**config.mk**
```make
export PLATFORM = sky130hd
export DESIGN_NAME = pdm_mc_modulator
export DESIGN_NICKNAME = d
export VERILOG_FILES = /design/src/rtl/pdm_pkg.sv /design/src/rtl/pdm_edge_sync.sv /design/src/rtl/pdm_mc_modulator.sv
export SDC_FILE = /design/constraint.sdc
export NUM_CORES = 1
export LEC_CHECK = 0
export CELL_PAD_IN_SITES_DETAIL_PLACEMENT = 0
export CELL_PAD_IN_SITES_GLOBAL_PLACEMENT = 1
export CORE_MARGIN = 4
export CORE_UTILIZATION = 45
export DETAILED_ROUTE_END_ITERATION = 7
export GPL_ROUTABILITY_DRIVEN = 0
export HOLD_SLACK_MARGIN = 0.02
export PLACE_DENSITY_LB_ADDON = 0.12
export REMOVE_ABC_BUFFERS = 1
export SYNTH_ARGS = -nofsm -noshare
export SYNTH_HDL_FRONTEND = slang
export SYNTH_HIERARCHICAL = 1
export SYNTH_SLANG_ARGS = --single-unit
```
**constraint.sdc**
```tcl
create_clock -name clk -period 5.5 [get_ports clk]
set_clock_uncertainty 0.1 [all_clocks]
set_input_delay 0.825 -clock clk [delete_from_list [all_inputs] [get_ports clk]]
set_output_delay 0.825 -clock clk [all_outputs]
set_load 0.02 [all_outputs]
```
**src/rtl/pdm_pkg.sv**
```systemverilog
// ============================================================================
// Module   : pdm_pkg
// Purpose  : Shared types and helper functions for the PDM modulator family.
// Revision : 1.0 - initial release
// ============================================================================
`default_nettype none

package pdm_pkg;

    // Slot counter wide enough for up to 16 TDM channels.
    typedef logic [3:0] pdm_slot_t;

    function automatic int clog2_min1(input int n);
        return (n <= 2) ? 1 : $clog2(n);
    endfunction

    function automatic logic [63:0] ACC_RESET(input int w);
        return 64'd1 << (w - 1);
    endfunction

endpackage

`default_nettype wire

```
**src/rtl/pdm_edge_sync.sv**
```systemverilog
// ============================================================================
// Module   : pdm_edge_sync
// Purpose  : 2-FF synchroniser plus edge detector; one-clk strobe per edge
//            (rising only when DDR=0, both edges when DDR=1).
// Revision : 1.0 - initial release
// ============================================================================
`default_nettype none

module pdm_edge_sync #(
    parameter int DDR = 1
) (
    input  logic clk,
    input  logic rstn,
    input  logic i_async,
    output logic o_stb
);

    logic [1:0] r_sync;
    logic       r_prev;

    always_ff @(posedge clk or negedge rstn) begin
        if (!rstn) begin
            r_sync <= 2'b00;
            r_prev <= 1'b0;
        end else begin
            r_sync <= {r_sync[0], i_async};
            r_prev <= r_sync[1];
        end
    end

    generate
        if (DDR != 0) begin : g_ddr
            assign o_stb = r_sync[1] ^ r_prev;
        end else begin : g_sdr
            assign o_stb = r_sync[1] & ~r_prev;
        end
    endgenerate

endmodule

`default_nettype wire

```
**src/rtl/pdm_mc_modulator.sv**
```systemverilog
// ============================================================================
// Module   : pdm_mc_modulator
// Purpose  : NCH-channel TDM PDM modulator with double-buffered frame input.
//            Define PDM_MC_ORDER2_EN for second-order per-channel loops.
// Revision : 1.0 - initial release
// ============================================================================
`default_nettype none

module pdm_mc_modulator
    import pdm_pkg::*;
#(
    parameter int W   = 32,
    parameter int NCH = 2,
    parameter int DDR = 1
) (
    input  logic                        clk,
    input  logic                        rstn,
    input  logic                        ock,
    input  logic [NCH*W-1:0]            in_data,
    input  logic                        in_valid,
    output logic                        in_ready,
    output logic                        sdo,
    output logic [clog2_min1(NCH)-1:0]  sdo_ch,
    output logic                        underrun
);

    localparam int c_CW = clog2_min1(NCH);
    localparam int c_NS = 1 << c_CW;

    logic              w_stb;
    logic              w_last;
    logic              w_frame_start;
    logic [c_CW-1:0]   w_idx;
    logic [W-1:0]      w_din;
    logic              w_bit;

    logic [NCH*W-1:0]  r_pend;
    logic [NCH*W-1:0]  r_act;
    logic              r_pend_full;
    pdm_slot_t         r_slot;

    logic [W-1:0]      w_pend_ch [c_NS];
    logic [W-1:0]      w_act_ch  [c_NS];

    pdm_edge_sync #(.DDR(DDR)) u_sync (
        .clk     (clk),
        .rstn    (rstn),
        .i_async (ock),
        .o_stb   (w_stb)
    );

    assign w_idx         = r_slot[c_CW-1:0];
    assign w_last        = (r_slot == pdm_slot_t'(NCH - 1));
    assign w_frame_start = w_stb && (r_slot == '0);
    assign in_ready      = ~r_pend_full;

    // Channel views padded to a power of two so the slot index needs no range check.
    generate
        for (genvar g = 0; g < c_NS; g++) begin : g_ch
            if (g < NCH) begin : g_used
                assign w_pend_ch[g] = r_pend[g*W +: W];
                assign w_act_ch[g]  = r_act[g*W +: W];
            end else begin : g_pad
                assign w_pend_ch[g] = '0;
                assign w_act_ch[g]  = '0;
            end
        end
    endgenerate

    // Channel 0 must see the frame being transferred in this same cycle.
    assign w_din = (w_frame_start && r_pend_full) ? w_pend_ch[w_idx] : w_act_ch[w_idx];

`ifdef PDM_MC_ORDER2_EN
    localparam int c_IW = W + 4;
    localparam logic [W-1:0]             c_LO = {3'b001, {(W-3){1'b0}}};
    localparam logic [W-1:0]             c_HI = {3'b111, {(W-3){1'b0}}};
    localparam logic signed [c_IW-1:0]   c_FB = {4'b0001, {W{1'b0}}};

    logic signed [c_IW-1:0] r_i1 [c_NS];
    logic signed [c_IW-1:0] r_i2 [c_NS];
    logic [c_NS-1:0]        r_prev;
    logic [W-1:0]           w_clamp;
    logic signed [c_IW-1:0] w_fb;
    logic signed [c_IW-1:0] w_i1n;
    logic signed [c_IW-1:0] w_i2n;

    always_comb begin
        w_clamp = w_din;
        if (w_din < c_LO) begin
            w_clamp = c_LO;
        end else if (w_din > c_HI) begin
            w_clamp = c_HI;
        end
        w_fb  = r_prev[w_idx] ? c_FB : '0;
        w_i1n = r_i1[w_idx] + $signed({4'b0000, w_clamp}) - w_fb;
        w_i2n = r_i2[w_idx] + w_i1n - w_fb;
        w_bit = ~w_i2n[c_IW-1];
    end

    always_ff @(posedge clk or negedge rstn) begin
        if (!rstn) begin
            for (int i = 0; i < c_NS; i++) begin
                r_i1[i] <= '0;
                r_i2[i] <= '0;
            end
            r_prev <= '0;
        end else if (w_stb) begin
            r_i1[w_idx]   <= w_i1n;
            r_i2[w_idx]   <= w_i2n;
            r_prev[w_idx] <= w_bit;
        end
    end
`else
    localparam logic [W-1:0] c_ACC_RST = W'(ACC_RESET(W));

    logic [W-1:0] r_acc [c_NS];
    logic [W:0]   w_sum;

    // The carry out of the shared adder is the quantised bit.
    always_comb begin
        w_sum = {1'b0, r_acc[w_idx]} + {1'b0, w_din};
        w_bit = w_sum[W];
    end

    always_ff @(posedge clk or negedge rstn) begin
        if (!rstn) begin
            for (int i = 0; i < c_NS; i++) begin
                r_acc[i] <= c_ACC_RST;
            end
        end else if (w_stb) begin
            r_acc[w_idx] <= w_sum[W-1:0];
        end
    end
`endif

    always_ff @(posedge clk or negedge rstn) begin
        if (!rstn) begin
            r_pend      <= '0;
            r_act       <= '0;
            r_pend_full <= 1'b0;
            r_slot      <= '0;
            sdo         <= 1'b0;
            sdo_ch      <= '0;
            underrun    <= 1'b0;
        end else begin
            underrun <= 1'b0;
            if (in_valid && !r_pend_full) begin
                r_pend      <= in_data;
                r_pend_full <= 1'b1;
            end
            if (w_frame_start) begin
                if (r_pend_full) begin
                    r_act       <= r_pend;
                    r_pend_full <= 1'b0;
                end else begin
                    underrun <= 1'b1;
                end
            end
            if (w_stb) begin
                sdo    <= w_bit;
                sdo_ch <= w_idx;
                r_slot <= w_last ? '0 : r_slot + pdm_slot_t'(1);
            end
        end
    end

endmodule

`default_nettype wire

```
==> results of run 1 <==
[layer usage]
| metal | GRT usage, % | vias up | wire length, um |
|---|---|---|---|
| li1 | - | 3285 | - |
| met1 | 22.7 | 3370 | 9900 |
| met2 | 28.5 | 101 | 10200 |
| met3 | 2.90 | 34 | 826 |
| met4 | 4.42 | 0 | 512 |
| met5 | 0 | - | 0 |
[kinds of logic (layout without fill, tap and decap cells)]
| kind of cell | Yosys count | count (layout) | share of synthesized area [%] |
|---|---|---|---|
| flip-flops | 203 | 203 | 48.7 |
| multiplexers | 192 | 192 | 20.7 |
| AND/OR/NAND/NOR | 184 | 184 | 8.55 |
| AO/OA/AOI/OAI | 183 | 183 | 12.8 |
| buffers and inverters | 62 | 129 | 3.32 |
| adder cells (fa/ha/maj) | 33 | 33 | 4.03 |
| XOR/XNOR | 23 | 23 | 1.93 |
[worst reg2reg max path: cells and delay by family (launching register included)]
kind	cells	cell delay, ps
multiplexers	2	610
flip-flops	1	370
adder cells (fa/ha/maj)	2	660
AND/OR/NAND/NOR	4	750
AO/OA/AOI/OAI	6	1500
XOR/XNOR	1	540
buffers and inverters	1	270
[area by class of cell]
class                   instances  area [um^2]  share of cell area (%)
multi-input cells             615         5030                    41.7
well taps                     285          357                    2.96
flip-flops and latches        203         5080                    42.2
repair buffers                 79          774                    6.42
clock inverters                 4         51.3                   0.425
inverters                       7         26.3                   0.218
clock buffers                  39          738                    6.12
[registers in the layout, summed over array words and instances, names as in the netlist]
signal,cells
u_sync/r_prev,1
r_slot,4
u_sync/r_sync,2
r_pend,64
underrun,1
sdo,1
sdo_ch,1
r_acc,64
r_act,64
r_pend_full,1
[how the worst max path moves through the flow]
| stage | startpoint | end | cells past startpoint | slack [ps] |
|---|---|---|---|---|
| floorplan | r_slot[0] | r_acc[28] | 14 | -1990 |
| global placement | u_sync/r_prev | r_acc[28] | 16 | 780 |
| detailed placement | u_sync/r_sync[1] | r_acc[28] | 16 | 560 |
| CTS | u_sync/r_sync[1] | r_acc[60] | 16 | 540 |
| global route | u_sync/r_sync[1] | r_acc[60] | 16 | 200 |
| finish | u_sync/r_prev | r_acc[60] | 16 | 600 |
[layout by cell type, fill, tap and decap left out, types with 4 or more instances in the layout]
| master | n |
|---|---|
| a2111oi_4 | 4 |
| mux2_1 | 4 |
| o21ai_0 | 61 |
| dfrtp_1 | 200 |
| a21oi_2 | 4 |
| nor2_1 | 21 |
| nor3_1 | 6 |
| clkdlybuf4s50_1 | 70 |
| inv_1 | 7 |
| a21o_1 | 14 |
| nor2b_1 | 7 |
| clkbuf_8 | 7 |
| o21a_1 | 8 |
| o311ai_0 | 6 |
| clkbuf_1 | 8 |
| nand4_1 | 10 |
| mux2_2 | 188 |
| o31ai_1 | 12 |
| xnor2_1 | 9 |
| nand2b_1 | 4 |
| a21oi_1 | 33 |
| xor2_1 | 14 |
| a31oi_1 | 5 |
| nand2_1 | 97 |
| buf_4 | 8 |
| nand3_1 | 9 |
| o211ai_1 | 4 |
| clkbuf_16 | 25 |
| ha_1 | 32 |
[per-stage QoR]
step / setup slack (ps) / setup TNS [ps] / cell area, um^2 / std cells
final: 604 / 0 / 12100 / 1232
after global routing: 197 / 0 / 12100 / 1232
after CTS: 543 / 0 / 12100 / 1232
after detailed placement: 558 / 0 / 11300 / 1189
after global placement: 780 / 0 / 11300 / 1189
after floorplan: -1990 / -95530 / 10100 / 825
==> impl_metrics.tcl, run 1 <==
set metrics [dict create \
    holdWs_ps 249 \
    cpMostUsedCell "mux2_2" \
    reg2reg_depth 16 \
    cp_slowest_cell "xor2_1" \
    layout_min_cycle_time_ps 4900 \
    max_stage_delay_ps 540 \
    hold_viol 0 \
    r2r_slack_ps 600 \
    hold_end "u_sync/r_sync[1]" \
    cts_max_level 1 \
    clock_sinks 203 \
    criticalPathCategory "flip-flop to flip-flop" \
    start_util_pct 46.0 \
    die_x_um 160 \
    rsz0062_at_grt "no" \
    yosys-top-cells-count "dfrtp_1 (201), mux2_2 (188), nand2_1 (99)" \
    antennaDiodeCount 0 \
    critPathMaxFanout 36 \
    grt_pass1_vias 7305 \
    hold_depth 0 \
    crit_family "compound AO/OA/AOI/OAI gates" \
    syn_avg_cell_area_um2 11.9 \
    crit_arrival_ps 5220 \
    synth_edf_count 0 \
    port_buffers 71 \
    grt_overflow_total 0 \
    io_pins 72 \
    postRouteAntennaNets 0 \
    regToRegStartpoint "u_sync/r_prev" \
    yosys_warnings 6 \
    relSlewSlack_pct 33.9 \
    clock_latency_ps 520 \
    yosysSeqAreaShare_pct 48.7 \
    grt_max_degree 119 \
    groute.usage.overall_pct 16.9 \
    drt-initial-drc-count 328 \
    ys_top_cells_by_area "dfrtp_1 (48%), mux2_2 (20%), ha_1 (3.8%)" \
    syn-instance-count 880 \
    synth.top_cell.area_share_pct 48.2 \
    tightest_slew_ps 991 \
    hold_buffers 0 \
    grt_pass1_wl_mm 36.6 \
    syn_to_final_growth_pct 15.5 \
    postCtsResizedCells 0 \
    synth_most_common_cell "dfrtp_1" \
    fillers 1980 \
    synth_cell_types 70 \
    core_area_mm2 0.0227 \
    fmax_ghz 0.204 \
    vias_per_cell 5.51 \
    status "complete, no violations" \
    cts_root_buf "clkbuf_16" \
    first_pass_iters 4 \
    wl_per_cell_um 17.4 \
    r2r-end "r_acc[60]" \
    cts.path.max_buffers 3 \
    syn_area_mm2 0.0104 \
    final_util_pct 53.1 \
    drc 0 \
    layout-drive-gt1-share_pct 28.4 \
    postCtsSetupBuffers 0 \
    layout.nets 1031 \
    worstPathCellList "xor2_1 > nand2b_2 > nor4_1 > nand2_2 > buf_4 > mux2_2 > mux2_2 > ha_1 > fa_1 > a211oi_2 > o21ai_4 > and2_4 > a41oi_4 > a2111oi_4 > o31a_1 > o31ai_1" \
    async_flop_share_pct 100 \
    path_buf_inv 1 \
    period_share_pct 89.0 \
    worstPathRequired_ps 5830 \
    critical_path.endpoint_type "flip-flop" \
    rows 55 \
    yosysTopAreaCell "dfrtp_1" \
    hpwlAfterDp_mm 14.7 \
    clk_pin_slew_ps 60 \
    synth_ff_type "dfrtp_1" \
    dieArea_mm2 0.0257 \
    hp-class "flip-flop to flip-flop" \
    min_from "u_sync/r_sync[0]" \
    fp.dieH_um 160 \
    finalSetupViolations 0 \
    antenna_found_initial 0 \
    synth-seq-cells 203 \
    drv_slew 0 \
    drv_cap 0 \
    start_kind "flip-flop" \
    totalWireLength_mm 21.4 \
    cts_buffers 24 \
    cts_tree "yes" \
    route.vias.total 6790 \
]
Power of run 1 is left out: the tool's default activity adds up to more than one toggle a clock period on the data nets, which glitch-free logic cannot reach.
==> run 2, diff against run 1 <==
--- a/config.mk
+++ b/config.mk
@@ -7,6 +7,7 @@
 export LEC_CHECK = 0
 export CELL_PAD_IN_SITES_DETAIL_PLACEMENT = 0
 export CELL_PAD_IN_SITES_GLOBAL_PLACEMENT = 1
+export CORE_ASPECT_RATIO = 0.8
 export CORE_MARGIN = 4
 export CORE_UTILIZATION = 45
 export DETAILED_ROUTE_END_ITERATION = 7
==> run 2 against run 1 <==
Net effect:
- highest routed layer unchanged
- sequential share of layout area is essentially flat
- critical endpoint unchanged
- cell count is 1.6% higher
- critical path type unchanged
- design area about the same
- sequential cell count stayed put
==> impl_metrics.tcl, run 2 (synthesized netlist as in run 1, its figures left out) <==
set metrics [dict create \
    cp_slowest_cell "ha_1" \
    dieArea_mm2 0.0257 \
    postCtsSetupBuffers 0 \
    drv_slew 0 \
    hpwlAfterDp_mm 14.9 \
    cts_buffers 23 \
    antenna_found_initial 0 \
    postRouteAntennaNets 0 \
    port_buffers 71 \
    fmax_ghz 0.209 \
    path_depth 16 \
    period_share_pct 87.1 \
    start_kind "flip-flop" \
    relSlewSlack_pct 32.6 \
    final_util_pct 53.3 \
    tightest_slew_ps 1010 \
    worstPathCellList "xor2_1 > buf_4 > nand2b_2 > nor4_1 > nand2_2 > buf_4 > mux2_1 > mux2_2 > ha_1 > nand2_4 > o21ai_2 > a2111oi_1 > or4_4 > a2111oi_4 > nor4_1 > o31ai_1" \
    totalWireLength_mm 21.9 \
    top_regs "r_acc (64), r_act (64), r_pend (64)" \
    hold_depth 0 \
    rsz0062_at_grt "no" \
    crit_family "simple AND/OR/NAND/NOR gates" \
    finalSetupViolations 0 \
    layout_common_cells "dfrtp_1 (200), mux2_2 (188), nand2_1 (97)" \
    tns_ps 0 \
    cts_max_level 1 \
    groute.usage.overall_pct 17.3 \
    layout-drive-gt1-share_pct 28.5 \
    worstPathRequired_ps 5810 \
    die_x_um 178 \
    first_pass_iters 4 \
    clk_pin_slew_ps 60 \
    hp-class "flip-flop to flip-flop" \
    hold_buffers 0 \
    fp.dieH_um 144 \
    postCtsResizedCells 0 \
    drt-initial-drc-count 403 \
    max_stage_delay_ps 550 \
    status "complete, no violations" \
    io_pins 72 \
    reg2reg_depth 16 \
    start_util_pct 46.2 \
    critPathMaxFanout 28 \
    cts.path.max_buffers 3 \
    fin_ws_ps 708 \
    vias_per_cell 5.45 \
    grt_max_degree 116 \
    hold_viol 0 \
    drc 0 \
    cts_tree "yes" \
    crit_arrival_ps 5100 \
    layout_min_cycle_time_ps 4790 \
    syn_to_final_growth_pct 15.4 \
    grt_pass1_wl_mm 36.6 \
    antennaDiodeCount 0 \
    criticalPathCategory "flip-flop to flip-flop" \
    critical_path.endpoint_type "flip-flop" \
    clock_latency_ps 500 \
    wl_per_cell_um 17.5 \
    rows 49 \
    cts_root_buf "clkbuf_16" \
    layout_commonest_cell "dfrtp_1" \
    clock_sinks 203 \
    core_area_mm2 0.0226 \
    layout.nets 1032 \
    pre_cts_slack_ps 728 \
    route.vias.total 6826 \
    path_buf_inv 2 \
    grt_overflow_total 0 \
    drv_cap 0 \
    grt_pass1_vias 7186 \
]
==> run 2: cell count changes in the layout (fill, tap and decap cells not counted), sizes merged <==
cell      previous run  this run
inv                  8         7
bufinv               1         2
buf                  8        10
clkinv               1         5
clkinvlp             1         0
clkbuf              40        34
==> run 2: area by class of cell <==
cell class | count | area, um^2
clock buffers | 33 | 653
flip-flops and latches | 203 | 5080
well taps | 306 | 383
inverters | 7 | 26.3
multi-input cells | 615 | 5030
clock inverters | 7 | 85.1
repair buffers | 81 | 790
fillers | 1940 | 10600
==> run 2: worst reg2reg max path, delay by kind of cell (launching register included) <==
kind / cells / cell delay, ps
simple gates: 6 / 1470
compound gates: 4 / 880
mux: 2 / 660
fa+ha+maj: 1 / 550
buf+inv: 2 / 510
flops: 1 / 380
xor+xnor: 1 / 150
==> run 2: through the flow <==
| stage | hold slack, ps | instances | area (um^2) |
|---|---|---|---|
| after floorplan | 231 | 825 | 10100 |
| after CTS | 255 | 1252 | 12100 |
| after detailed placement | 242 | 1212 | 11300 |
| after global placement | 237 | 1212 | 11300 |
| final | 250 | 1252 | 12100 |
| after global routing | 261 | 1252 | 12100 |
==> run 2: final timing paths <==
check,from,to,slack (ps)
worst max-delay path,u_sync/r_prev,r_acc[60],710
worst min-delay path,u_sync/r_sync[0],u_sync/r_sync[1],250
worst max register to register,u_sync/r_prev,r_acc[60],710
worst min register to register,u_sync/r_sync[0],u_sync/r_sync[1],250
max in group asynchronous,rstn,r_pend[24],3740
min in group asynchronous,rstn,r_pend[45],370
==> run 2: per-layer routing <==
metal  wire length [um]  track usage, %  vias to the layer above
li1                   -               -                     3281
met1              10900            25.1                     3374
met2               9630            27.6                      139
met3                989            2.95                       32
met4                354            3.88                        0
met5                  0               0                        -
Power of run 2 is left out for the same reason.
